**src/rtl/snn_sched_pkg.sv**
```systemverilog
// Shared definitions for the spiking-network timestep scheduler.
package snn_sched_pkg;

  typedef enum logic [2:0] {
    S_IDLE   = 3'd0,
    S_CLR    = 3'd1,
    S_GO     = 3'd2,
    S_WAIT   = 3'd3,
    S_NEXT   = 3'd4,
    S_RESULT = 3'd5,
    S_ERR    = 3'd6
  } sched_state_e;

  localparam int unsigned SCHED_T_W    = 8;
  localparam int unsigned SCHED_TO_CYC = 1024;

endpackage

```
**src/rtl/sched_wdog.sv**
```systemverilog
// Watchdog counter for the time spent waiting on net_done.
// clr_i zeroes the count, en_i advances it, expire_o flags the last allowed
// cycle (count == TO_CYC-1) while enabled.
module sched_wdog
  import snn_sched_pkg::*;
#(
  parameter int unsigned TO_CYC = SCHED_TO_CYC
) (
  input  logic clk,
  input  logic rst,
  input  logic clr_i,
  input  logic en_i,
  output logic expire_o
);

  localparam int unsigned CNT_W = (TO_CYC > 1) ? $clog2(TO_CYC) : 1;

  logic [CNT_W-1:0] cnt_q, cnt_d;

  assign expire_o = en_i && (cnt_q == CNT_W'(TO_CYC - 1));

  // Next count: clear wins, otherwise count up and saturate at the limit.
  always_comb begin
    cnt_d = cnt_q;
    if (clr_i) begin
      cnt_d = '0;
    end else if (en_i && !expire_o) begin
      cnt_d = cnt_q + CNT_W'(1);
    end
  end

  // Count register.
  always_ff @(posedge clk or posedge rst) begin
    if (rst) begin
      cnt_q <= '0;
    end else begin
      cnt_q <= cnt_d;
    end
  end

endmodule

```
**src/rtl/snn_step_sched.sv**
```systemverilog
// Timestep scheduler: clears membrane state, then runs n_steps network
// timesteps (net_go / net_done), and returns a result via valid/ready.
// Optional watchdog on the net_done wait: define SNN_SCHED_WDOG_EN.
module snn_step_sched
  import snn_sched_pkg::*;
#(
  parameter int unsigned T_W    = SCHED_T_W,
  parameter int unsigned TO_CYC = SCHED_TO_CYC
) (
  input  logic           clk,
  input  logic           rst,
  input  logic           start,
  input  logic [T_W-1:0] n_steps,
  output logic           mem_clr,
  output logic           net_go,
  input  logic           net_done,
  output logic [T_W-1:0] step_idx,
  output logic           busy,
  output logic           res_valid,
  input  logic           res_ready,
  output logic           err
);

  sched_state_e   state_q, state_d;
  logic [T_W-1:0] step_q, step_d;
  logic [T_W-1:0] nlat_q, nlat_d;
  logic           wdog_exp;

`ifdef SNN_SCHED_WDOG_EN
  sched_wdog #(
    .TO_CYC(TO_CYC)
  ) u_wdog (
    .clk     (clk),
    .rst     (rst),
    .clr_i   (state_q == S_GO),
    .en_i    (state_q == S_WAIT),
    .expire_o(wdog_exp)
  );
`else
  assign wdog_exp = 1'b0;
`endif

  // Sequencer next-state; net_done beats a simultaneous watchdog expiry.
  always_comb begin
    state_d = state_q;
    step_d  = step_q;
    nlat_d  = nlat_q;
    unique case (state_q)
      S_IDLE: begin
        if (start) begin
          nlat_d  = n_steps;
          step_d  = '0;
          state_d = S_CLR;
        end
      end
      S_CLR:  state_d = (nlat_q == '0) ? S_RESULT : S_GO;
      S_GO:   state_d = S_WAIT;
      S_WAIT: begin
        if (net_done) begin
          state_d = (step_q == nlat_q - T_W'(1)) ? S_RESULT : S_NEXT;
        end else if (wdog_exp) begin
          state_d = S_ERR;
        end
      end
      S_NEXT: begin
        step_d  = step_q + T_W'(1);
        state_d = S_GO;
      end
      S_RESULT, S_ERR: begin
        if (res_ready) begin
          state_d = S_IDLE;
        end
      end
      default: state_d = S_IDLE;
    endcase
  end

  // State, step index and latched step count.
  always_ff @(posedge clk or posedge rst) begin
    if (rst) begin
      state_q <= S_IDLE;
      step_q  <= '0;
      nlat_q  <= '0;
    end else begin
      state_q <= state_d;
      step_q  <= step_d;
      nlat_q  <= nlat_d;
    end
  end

  assign mem_clr   = (state_q == S_CLR);
  assign net_go    = (state_q == S_GO);
  assign busy      = (state_q != S_IDLE);
  assign res_valid = (state_q == S_RESULT) || (state_q == S_ERR);
  assign step_idx  = step_q;
`ifdef SNN_SCHED_WDOG_EN
  assign err       = (state_q == S_ERR);
`else
  assign err       = 1'b0;
`endif

endmodule
```
**config.mk**
```make
export PLATFORM = sky130hd
export DESIGN_NAME = snn_step_sched
export DESIGN_NICKNAME = d
export VERILOG_FILES = /design/src/rtl/snn_sched_pkg.sv /design/src/rtl/sched_wdog.sv /design/src/rtl/snn_step_sched.sv
export SDC_FILE = /design/constraint.sdc
export NUM_CORES = 1
export LEC_CHECK = 0
export BUFFER_PORTS_ARGS = -buffer_cell sky130_fd_sc_hd__clkbuf_2
export CAP_MARGIN = 40
export CORE_MARGIN = 10
export CORE_UTILIZATION = 54
export DETAILED_ROUTE_END_ITERATION = 10
export GPL_TIMING_DRIVEN = 0
export MAX_ROUTING_LAYER = met4
export PLACE_DENSITY = 0.77
export SLEW_MARGIN = 20
export SYNTH_ARGS = -nofsm -noshare
export SYNTH_HDL_FRONTEND = slang
export SYNTH_SLANG_ARGS = --single-unit
```
**constraint.sdc**
```tcl
create_clock -name clk -period 2.3 [get_ports clk]
set_input_delay 0 -clock clk [delete_from_list [all_inputs] [get_ports clk]]
set_output_delay 0 -clock clk [all_outputs]
set_load 0.01 [all_outputs]
```
## Word-level counts from Yosys, hierarchy flattened

Cells that the tools add are included.
Widths: inputs -> output; s select.

- Bits of input ports: 13
- Register bits after elaboration: 19
- Word-level logic and storage cells: 32
- Output and inout bits: 13

- Multiplexer cells: 8
- $add $sub $neg: 2
- Reductions and logical operators: 9
- Eq/ne operators: 10

Operators with widths:

| operator | number |
|---|---|
| $pmux 3 s6 | 1 |
| $pmux 8 s2 | 1 |
| $mux 3 | 4 |
| $eq 3x3->1 const B | 3 |
| $add 8x1->8 const B | 1 |
| $eq 8x8->1 | 1 |
| $logic_not 8->1 | 1 |
| $mux 8 | 1 |
| $sub 8x1->8 const B | 1 |
| $eq 3x2->1 const B | 2 |
| $ne 2x2->1 const B | 3 |
| $reduce_and 2->1 | 2 |
| $eq 3x1->1 const B | 1 |
| $logic_not 3->1 | 1 |
| $reduce_and 3->1 | 1 |
| $reduce_bool 3->1 | 1 |
| $reduce_bool 2->1 | 1 |
| $reduce_or 2->1 | 1 |
| $logic_or 1x1->1 | 1 |
| $mux 1 | 1 |

## Depth between registers and ports, before layout

Gate-level depths: netlist of run 1.

- Depth in word-level cells: 5
- Depth in mapped cells: 7
- Depth with buffers taken out: 7

## Least setup slack after synthesis of run 1

Ideal clock, no wire load.

- Path kind: register to register
- Start point: register nlat_q[0]
- End point: register state_q[0]
- Stages on the path, launching flop included: 7
- Required time: 2.214 ns
- Arrival: 1.902 ns
- Slack: 0.313 ns
- Setup time: 0.086 ns
- Period minus slack after synthesis: 1.987 ns
- Path buffers: 0
- Cells stage by stage: dfrtp_1 inv_1 ha_1 xnor2_1 or4_1 a2111o_1 o221ai_2

- Word-level cells in the longest chain between the ends: 5
- Elaborated cells between the ends (all ways): 7
- Classes of those cells: add/sub: 1; eq/ne: 1; mux: 4; reduce/logical: 1

RTL lines:

| what | RTL line | RTL |
|---|---|---|
| start, declared | snn_step_sched.sv:26 | `logic [T_W-1:0] nlat_q, nlat_d;` |
| start signal, assigned | snn_step_sched.sv:87 | `nlat_q <= nlat_d;` |
| $sub 8x1->8 | snn_step_sched.sv:60 | `state_d = (step_q == nlat_q - T_W'(1)) ? S_RESULT : S_NEXT;` |
| $eq 8x8->1 | snn_step_sched.sv:60 |  |
| $mux 1 | snn_step_sched.sv:60 |  |
| $mux 3 | snn_step_sched.sv:59 | `if (net_done) begin` |
| $pmux 3 s6 * | snn_step_sched.sv:48 | `unique case (state_q)` |
| end signal, assigned | snn_step_sched.sv:85 | `state_q <= state_d;` |
| end, declared | snn_step_sched.sv:24 | `sched_state_e state_q, state_d;` |

Every way passes the cells marked *; elsewhere a longest branch is shown, timed or not. The select of a mux whose other input is x is not followed.
A chain may end at the register's enable or synchronous reset.

## Worst setup path in the final report of run 1

Ends and elaborated chain as after synthesis.

==> run metrics, run 1 <==
Layout Skew about 2.2 ps; Post-Syn Nets ~160; reg-to-reg startpoint nlat_q[0]; Die ar. around 4700 um^2; CTS HTree Levels 1; Finished Layout Cells approximately 200; DRC 0; antenna viol nets, final 0; sequential share of the synthesized area between 30% and 40%; CTS root buffer clkbuf_4; synthesized area 1280 um^2; Critical Path AT 2390 ps; met3 Usage GRT 3.22%; number of global-route vias before repair roughly 1.1k; CP endpoint kind flop; total I/O pin count 26; Top FF cell, synth dfrtp_1; setup TNS 0 ps; Die H 68.7 um; Rows 17; first-pass GRT wire length slightly below 5000 um; gp weighted congestion 0.849; clk_lat worst skew about 300 ps; share of the synthesized area in the top cell type 37.1%; post-CTS sizing 0; Hold Crit Depth 5; HP Class in -> reg; hold slack between 60 and 70 ps; ys async rst share 100%; Synth Warn # 0; max-cap viol count 0; met1 Resource Use GR approximately 16%; commonest non-fill, non-tap cell in the layout clkbuf_2; fill count between 150 and 200; Final period util 93.9%; DP Area between 1000 and 1500 um^2; Fin. Hold Viols 0; post-DP HPWL between 2000 and 2500 um; Global Route Usage Sum between 10% and 20%; worst slew pin tran 716 ps; Final Max Slew Viols 0; Worst-path clk slew about 100 ps; DRT iter0 DRCs 72; DR vias around 1.1k; EDFF count, synth 0; critical path type reg -> reg; diode count 0; Pwr Total ~1.9 mW; CTS sink cnt 19; Area Growth Syn to Fin 21.2%; synth top area cells dfrtp_1, xnor2_1, mux2_1; LEAKAGE 0.684 nW; reg-to-reg slack, setup approximately 140 ps; fmax approximately 460 MHz; layout cell share with drive strength beyond 1 between 20% and 30%; Slew HR between 50% and 60%; most frequent cells in the layout clkbuf_2, dfrtp_1, nand2_1, nor2_1, xnor2_1; initial antenna violation count 0; R2R cell count 6; Layout Nets slightly below 200; Final Cell Area approximately 1600 um^2; Pre-antenna DRT Iters 4; HP Start net_done; Cell Pwr Density ~1200 nW/um^2; Required @ worst endpoint approximately 2500 ps; multi-input logic area 703 um^2; Sequential Area about 480 um^2; CTS Buf Count 3; routed vias/inst 5.39; fin crit period around 2200 ps; Endpoint, Worst Hold state_q[2]; Die Width around 69 um; CP Max Fanout 6; Yosys reg bits 19; CTS tree done; PortBufs 24; post-synthesis average cell area about 9 um^2; met2 Use GR 23.4%; drt wl/cell between 10 and 15 um; clk buf depth 2; largest net degree at the start of global routing 20; cell taking the most area after synthesis dfrtp_1; outcome finished clean; RSZ-0062 raised after global routing no; Startpoint Class flop; gate count of the mapped netlist ~140; Core Region between 2000 and 2500 um^2; GR Overflow Total 0; total wire length roughly 2900 um; Top Usage Layer GRT met2; RR Endpoint state_q[0]; Initial Util a little under three fifths; peak supply drop roughly 880 uV; Final setup viols 0; dpl cells between 150 and 200; Yosys cell types 39
## timing repair
action                                 in CTS  in global routing
setup buffers                               0                  0
hold buffers                                9                  0
endpoints found under the hold margin      27                  0
## sequential cells by signal (all words and copies together) (netlist names)
| signal | count |
|---|---|
| state_q | 3 |
| step_idx | 8 |
| nlat_q | 8 |
## synth_stat cells (all sizes together) (3+ instances only)
cell type,number
mux2,8
nor2,10
dfrtp,19
nor3,3
nand2,14
ha,3
xor2,4
xnor2,10
nand2b,3
o21ai,11
a21oi,4
nand3,5
inv,7
nor2b,3
buf,7
nor4,3
## logic make-up after synthesis
kind of cell	synth area share [%]
fa+ha+maj	2.93
other cells	0.293
compound gates	13.3
simple gates	20.2
mux	8.59
xor+xnor	9.57
buf+inv	8.01
flops	37.1
## critical path, stage by stage (launching register included)
cell and delay, ps:
dfrtp_1 480, inv_1 100, ha_1 320, xnor2_1 130
or4_1 510, a2111o_1 390, o221ai_2 160
## area by class of cell
cell class / count / area share, %
Multi-Input combinational cell: 104 / 45.3
Sequential cell: 19 / 30.6
Timing Repair Buffer: 33 / 13.5
Buffer: 9 / 4.92
Tap cell: 28 / 2.26
Clock buffer: 4 / 1.69
Inverter: 7 / 1.69
## power by group
group	internal [mW]	leakage (nW)	total (mW)	switching (mW)
combinational	0.536	0.428	1.09	0.557
clock	0.0677	0.0150	0.173	0.105
sequential	0.472	0.241	0.636	0.164
total	1.08	0.684	1.90	0.826
## worst max-delay path by stage
| stage | start | cells after the start | to |
|---|---|---|---|
| final | nlat_q[0] | 6 | state_q[0] |
| after global routing | nlat_q[0] | 6 | state_q[0] |
| after CTS | nlat_q[0] | 6 | state_q[0] |
| after detailed placement | nlat_q[0] | 6 | state_q[0] |
| after global placement | nlat_q[0] | 6 | state_q[0] |
| after floorplan | nlat_q[0] | 6 | state_q[0] |
## per-layer routing
layer,vias up,wire (um)
met5,-,0
met4,0,27
met3,2,178
met2,30,1490
met1,510,1190
li1,557,-
## per-stage QoR
stage	utilization (%)	setup slack [ps]
finish	69.5	140
CTS	69.5	130
global route	69.5	7.18
global placement	64.3	167
floorplan	-	313
detailed placement	64.3	153
No activity file was read; power rests on OpenSTA's default activity.
==> inputs of run 2 (changes only) <==
CAP_MARGIN = 20   (was 40)
RECOVER_POWER = 25   (was unset)
==> run 2 against run 1 <==
Sequential share of layout area grew 0.074 points. Global-route usage unchanged. Power decreased by 0.10%. Worst hold slack about the same. Design area fell by 0.24%. Routed wire length grew 0.31%. Via count barely moved. Critical endpoint unchanged. Largest cell class unchanged. Largest power group unchanged.
==> run metrics, run 2 (synthesis gave the netlist of run 1 again) <==
Global Route Usage Sum 13.8% (unchanged); Hold-fix buffers, CTS 9 (unchanged); fin crit period 2160 ps (-3.73 ps); Pwr Total 1.90 mW (-0.10%); diode count 0 (unchanged); Layout Nets 193 (unchanged); pre-CTS WS 153 ps (unchanged); Area Growth Syn to Fin 20.9%; most frequent cells in the layout clkbuf_2, dfrtp_1, nand2_1, nor2_1, xnor2_1; Initial Util 57.4% (unchanged); Final Max Slew Viols 0 (unchanged); total wire length 2890 um (+0.31%); Slew HR 52.0% (-0.22 points); Pre-antenna DRT Iters 4 (unchanged); DP Area 1440 um^2 (unchanged); hold slack 64.0 ps (-0.482 ps); DR vias 1100 (+0.091%); antenna viol nets, final 0 (unchanged); routed vias/inst 5.39 (about the same); largest net degree at the start of global routing 20 (unchanged); post-CTS sizing 0 (unchanged); worst slew pin tran 719 ps (+3.34 ps); first-pass GRT wire length 4930 um (unchanged); drt wl/cell 14.2 um (+0.31%); critical path type reg -> reg; fmax 464 MHz (+0.17%); Layout Utilization 69.4% (-0.17 points); RSZ-0062 raised after global routing no; Die Width 68.7 um (unchanged); clk buf depth 2 (unchanged); max-cap viol count 0 (unchanged); LEAKAGE 0.674 nW (-1.5%); DRC 0 (unchanged); CTS tree done; Finished Layout Cells 204 (unchanged); Fin. Hold Viols 0 (unchanged); Die ar. 4720 um^2 (unchanged); Layout Skew 1.62 ps (-0.610 ps); gp weighted congestion 0.849 (unchanged); total I/O pin count 26 (unchanged); HP Class in -> reg; clk_lat worst skew 300 ps (about the same); Startpoint Class flop; post-DP HPWL 2270 um (unchanged); initial antenna violation count 0 (unchanged); PortBufs 24 (unchanged); Final period util 93.8% (-0.16 points); commonest non-fill, non-tap cell in the layout clkbuf_2; CTS sink cnt 19 (unchanged); Post-CTS Setup Bufs 0 (unchanged); setup TNS 0 ps (unchanged); Worst-path clk slew 100 ps (about the same); Die H 68.7 um (unchanged); Final Cell Area 1550 um^2 (-0.24%); CTS HTree Levels 1 (unchanged); Cell Pwr Density 1230 nW/um^2 (+0.14%); Required @ worst endpoint 2530 ps (about the same); dpl cells 191 (unchanged); number of global-route vias before repair 1078 (unchanged); CP Max Fanout 6 (unchanged); peak supply drop 881 uV (-0.19%); Final WS setup 143 ps (+3.73 ps); GR Overflow Total 0 (unchanged); Critical Path AT 2380 ps (about the same); CTS Buf Count 3 (unchanged); DRT iter0 DRCs 63 (-13%); CTS root buffer clkbuf_4; Rows 17 (unchanged); CP endpoint kind flop; layout cell share with drive strength beyond 1 21.0% (-1.7 points); Core Region 2230 um^2 (unchanged); Final setup viols 0 (unchanged); outcome finished clean
## run 2: cell types whose count changed in the layout (fill, tap and decap cells not counted)
cell,delta
clkbuf_1,+3
clkbuf_2,-3
## run 2: routing by layer
metal / vias to the layer above / track usage (%) / part of all wire [%]
met5: - / - / 0
met4: 0 / 4.19 / 1.0
met3: 2 / 3.22 / 5.9
met2: 30 / 23.4 / 51
met1: 511 / 15.9 / 42
li1: 557 / - / -
## run 2: layout make-up
class	count	area, um^2
inverter	7	26.3
tap	28	35.0
fill	182	684
sequential	19	475
timing repair buffer	33	206
multi-input combinational	104	703
buffer	9	76.3
clock buffer	4	26.3
## run 2: worst paths after layout
kind,from,to,slack [ps],cells past startpoint
min in group asynchronous,rst,nlat_q[4],340,3
setup / recovery,nlat_q[0],state_q[0],140,6
max in group asynchronous,rst,nlat_q[7],1510,3
hold reg to reg,step_idx[7],step_idx[7],530,1
setup reg to reg,nlat_q[0],state_q[0],140,6
hold / removal,net_done,state_q[2],60,5
## run 2: power breakdown
group	switching [mW]	total (mW)	internal (mW)	leakage (nW)
clock network	0.105	0.172	0.0677	0.0150
logic	0.560	1.09	0.532	0.418
registers	0.163	0.635	0.472	0.241
## run 2: worst max-delay path: stages, from the launching register on
cell,delay (ps)
dfrtp_1,480
inv_1,100
ha_1,320
xnor2_1,130
or4_1,510
a2111o_1,390
o221ai_2,160
==> inputs of run 3 (changes only) <==
ABC_AREA = 1   (was unset)
GPL_TIMING_DRIVEN = 1   (was 0)
==> run 3 against run 2 <==
Sequential power is 6.3% lower. Largest cell class unchanged. Non-clock buffer count is 8 lower. Register-to-register slack better by 620 ps.
==> run metrics, run 3 <==
routed vias/inst 5.03 (-6.7%); post-DP HPWL 2390 um (+5.1%); HP Class in -> reg; RSZ-0062 raised after global routing no; Pre-antenna DRT Iters 4 (unchanged); total wire length 3090 um (+6.7%); Fin. Hold Viols 0 (unchanged); Yosys cell types 27 (-31%); first-pass GRT wire length 5110 um (+3.8%); gp weighted congestion 0.929 (+9.5%); share of the synthesized area in the top cell type 37.1% (about the same); GR Overflow Total 0 (unchanged); Comb pwr share 54.1% (-3.4 points); synthesized area 1280 um^2 (about the same); initial antenna violation count 0 (unchanged); largest net degree at the start of global routing 20 (unchanged); Seq pwr share 35.4% (+2.0 points); number of global-route vias before repair 1145 (+6.2%); ys async rst share 100% (unchanged); critical path, cell by cell inv_1, ha_1, nand2_1, inv_1, nor2_1, nand2_1, nor2_1, nand2_1, nor2_1, nand3_1, nand2_1, nand2_1, nand2_1; DR vias 1238 (+13%); CTS Buf Count 3 (unchanged); fill count 197 (+8.2%); Required @ worst endpoint 2540 ps (about the same); clk_lat worst skew 290 ps (about the same); Die ar. 4720 um^2 (about the same); Cell Pwr Density 1090 nW/um^2 (-11%); gate count of the mapped netlist 182 (+31%); Layout Nets 235 (+22%); drt wl/cell 12.6 um (-12%); Switch Pwr 822 uW (-0.76%); diode count 0 (unchanged); dpl cells 232 (+21%); Global Route Usage Sum 14.1% (+0.28 points); Rows 17 (unchanged); max-cap viol count 0 (unchanged); Startpoint Class flop; total I/O pin count 26 (unchanged); DRC 0 (unchanged); Final Max Slew Viols 0 (unchanged); Top FF cell, synth dfrtp_1; Post-CTS Setup Bufs 0 (unchanged); Initial Util 57.4% (about the same); LEAKAGE 0.823 nW (+22%); CTS HTree Levels 1 (unchanged); Hold Crit Depth 4 (-1); Worst-path clk slew 120 ps (+20 ps); Core Region 2230 um^2 (unchanged); PortBufs 24 (unchanged); fmax 651 MHz (+40%); Crit-path slowest cell dfrtp_1; CTS root buffer clkbuf_4; CTS sink cnt 19 (unchanged); CP endpoint kind flop; Post-Syn Nets 198 (+28%); Critical path buffers and inverters 2 (+1); antenna viol nets, final 0 (unchanged); Final Cell Area 1540 um^2 (-0.40%); Endpoint, Worst Hold state_q[0]; Synth Warn # 0 (unchanged); Sw Ratio 48.9% (+5.3 points); CTS tree done; fin crit period 1540 ps (-621 ps); Int Pwr 859 uW (-20%); synth top area cells dfrtp_1, nand2_1, inv_1; CP top delay family simple AND/OR/NAND/NOR gates; CP Max Fanout 4 (-2); most frequent cells in the layout nand2_1, inv_1, clkbuf_2, nor2_1, dfrtp_1; DP Area 1420 um^2 (-1.2%); R2R cell count 13 (+7); Final period util 66.8% (-27 points); Critical Path AT 1780 ps (-600 ps); EDFF count, synth 0 (unchanged); DRT iter0 DRCs 112 (+78%); cell mode on critical path nand2_1; setup TNS 0 ps (unchanged); Slew HR 51.4% (-0.59 points); cell taking the most area after synthesis dfrtp_1; Yosys reg bits 19 (unchanged); peak supply drop 660 uV (-25%); outcome finished clean; Die Width 68.7 um (about the same); Final setup viols 0 (unchanged); worst slew pin tran 728 ps (+8.77 ps); critical path type reg -> reg; post-synthesis average cell area 7.05 um^2 (-24%); sequential share of the synthesized area 37.1% (about the same); RR Endpoint state_q[0]; Die H 68.7 um (about the same); clock share of power 10.5% (+1.4 points); reg-to-reg slack, setup 760 ps (+620 ps); HP Start net_done; reg-to-reg startpoint nlat_q[0]; commonest non-fill, non-tap cell in the layout nand2_1; Area Growth Syn to Fin 20.3%; top-count cell post-synth nand2_1; layout cell share with drive strength beyond 1 19.7% (-1.3 points); CP max stage delay 400 ps (-110 ps); Layout Skew 4.35 ps (+2.73 ps); clk buf depth 2 (unchanged); Finished Layout Cells 246 (+21%); Post-synth top cells nand2_1, inv_1, nor2_1
==> run 3: cell count changes in the layout (fill, tap and decap cells not counted), moves of 6 or more <==
cell     previous run  this run
nor2_1             10        20
nor2_2              0         6
mux2_1              6         0
xnor2_1            10         4
nand2_1            14        61
inv_1               7        22
==> run 3: layout make-up <==
type / count / area (um^2) / share of cell area, %
clock inverters: 1 / 5.00 / 0.324
clock buffers: 3 / 22.5 / 1.46
well taps: 28 / 35.0 / 2.27
repair buffers: 34 / 216 / 14.0
inverters: 27 / 101 / 6.57
multi-input cells: 134 / 687 / 44.5
flip-flops and latches: 19 / 475 / 30.8
==> run 3: per-stage QoR <==
| step | util (%) | hold WS, ps | power (mW) | setup WS (ps) |
|---|---|---|---|---|
| after CTS | 69.2 | 79.2 | 1.68 | 748 |
| after global routing | 69.1 | 83.8 | 1.85 | 573 |
| after detailed placement | 63.5 | 165 | 1.49 | 799 |
| after global placement | 63.5 | 129 | 1.47 | 842 |
| final | 69.1 | 77.1 | 1.68 | 764 |
| after floorplan | - | -48.9 | 1.28 | 908 |
==> run 3: kinds of logic (layout without fill, tap and decap cells) <==
group	count (synthesis)	count (layout)	share of synthesized area, %
simple gates	102	102	35.8
buf+inv	29	65	9.37
compound gates	22	22	10.4
flops	19	19	37.1
xor+xnor	6	6	4.10
fa+ha+maj	3	3	2.93
other cells	1	1	0.292
==> run 3: worst max-delay path by stage <==
stage | from | endpoint | slack [ps] | cells after the start
after detailed placement | nlat_q[0] | state_q[0] | 800 | 13
final | nlat_q[0] | state_q[0] | 760 | 13
after CTS | nlat_q[0] | state_q[0] | 750 | 13
after floorplan | nlat_q[0] | state_q[0] | 910 | 13
after global routing | nlat_q[0] | state_q[0] | 570 | 12
after global placement | state_q[0] | step_idx[6] | 840 | 6
==> run 3: power by group through the flow <==
| stage | clock [mW] | combinational [mW] | sequential (mW) |
|---|---|---|---|
| 6_report | 0.176 | 0.910 | 0.595 |
| 5_1_grt | 0.200 | 1.03 | 0.612 |
| 4_1_cts | 0.178 | 0.912 | 0.592 |
| 2_1_floorplan | 0 | 0.704 | 0.572 |
| 3_3_place_gp | 0 | 0.871 | 0.596 |
| 3_5_place_dp | 0 | 0.894 | 0.599 |
==> run 3: tightest hold or removal path, cell delays in order <==
cell      delay [ps]
clkbuf_2          90
o221ai_2         130
nand2_1           80
nand2_1           50
==> run 3: per-layer routing <==
metal	share of wire (%)	global-route usage, %	vias to the layer above
li1	-	-	637
met1	45	17.2	561
met2	48	22.9	38
met3	6.3	3.06	2
met4	0.55	3.94	0
met5	0	-	-
==> run 3: repair_timing <==
| action | 4_1_cts | 5_1_grt |
|---|---|---|
| hold buffers | 10 | 0 |
| setup endpoints to repair | 0 | 0 |
| resized for setup | 0 | 0 |
| hold endpoints to repair | 28 | 0 |
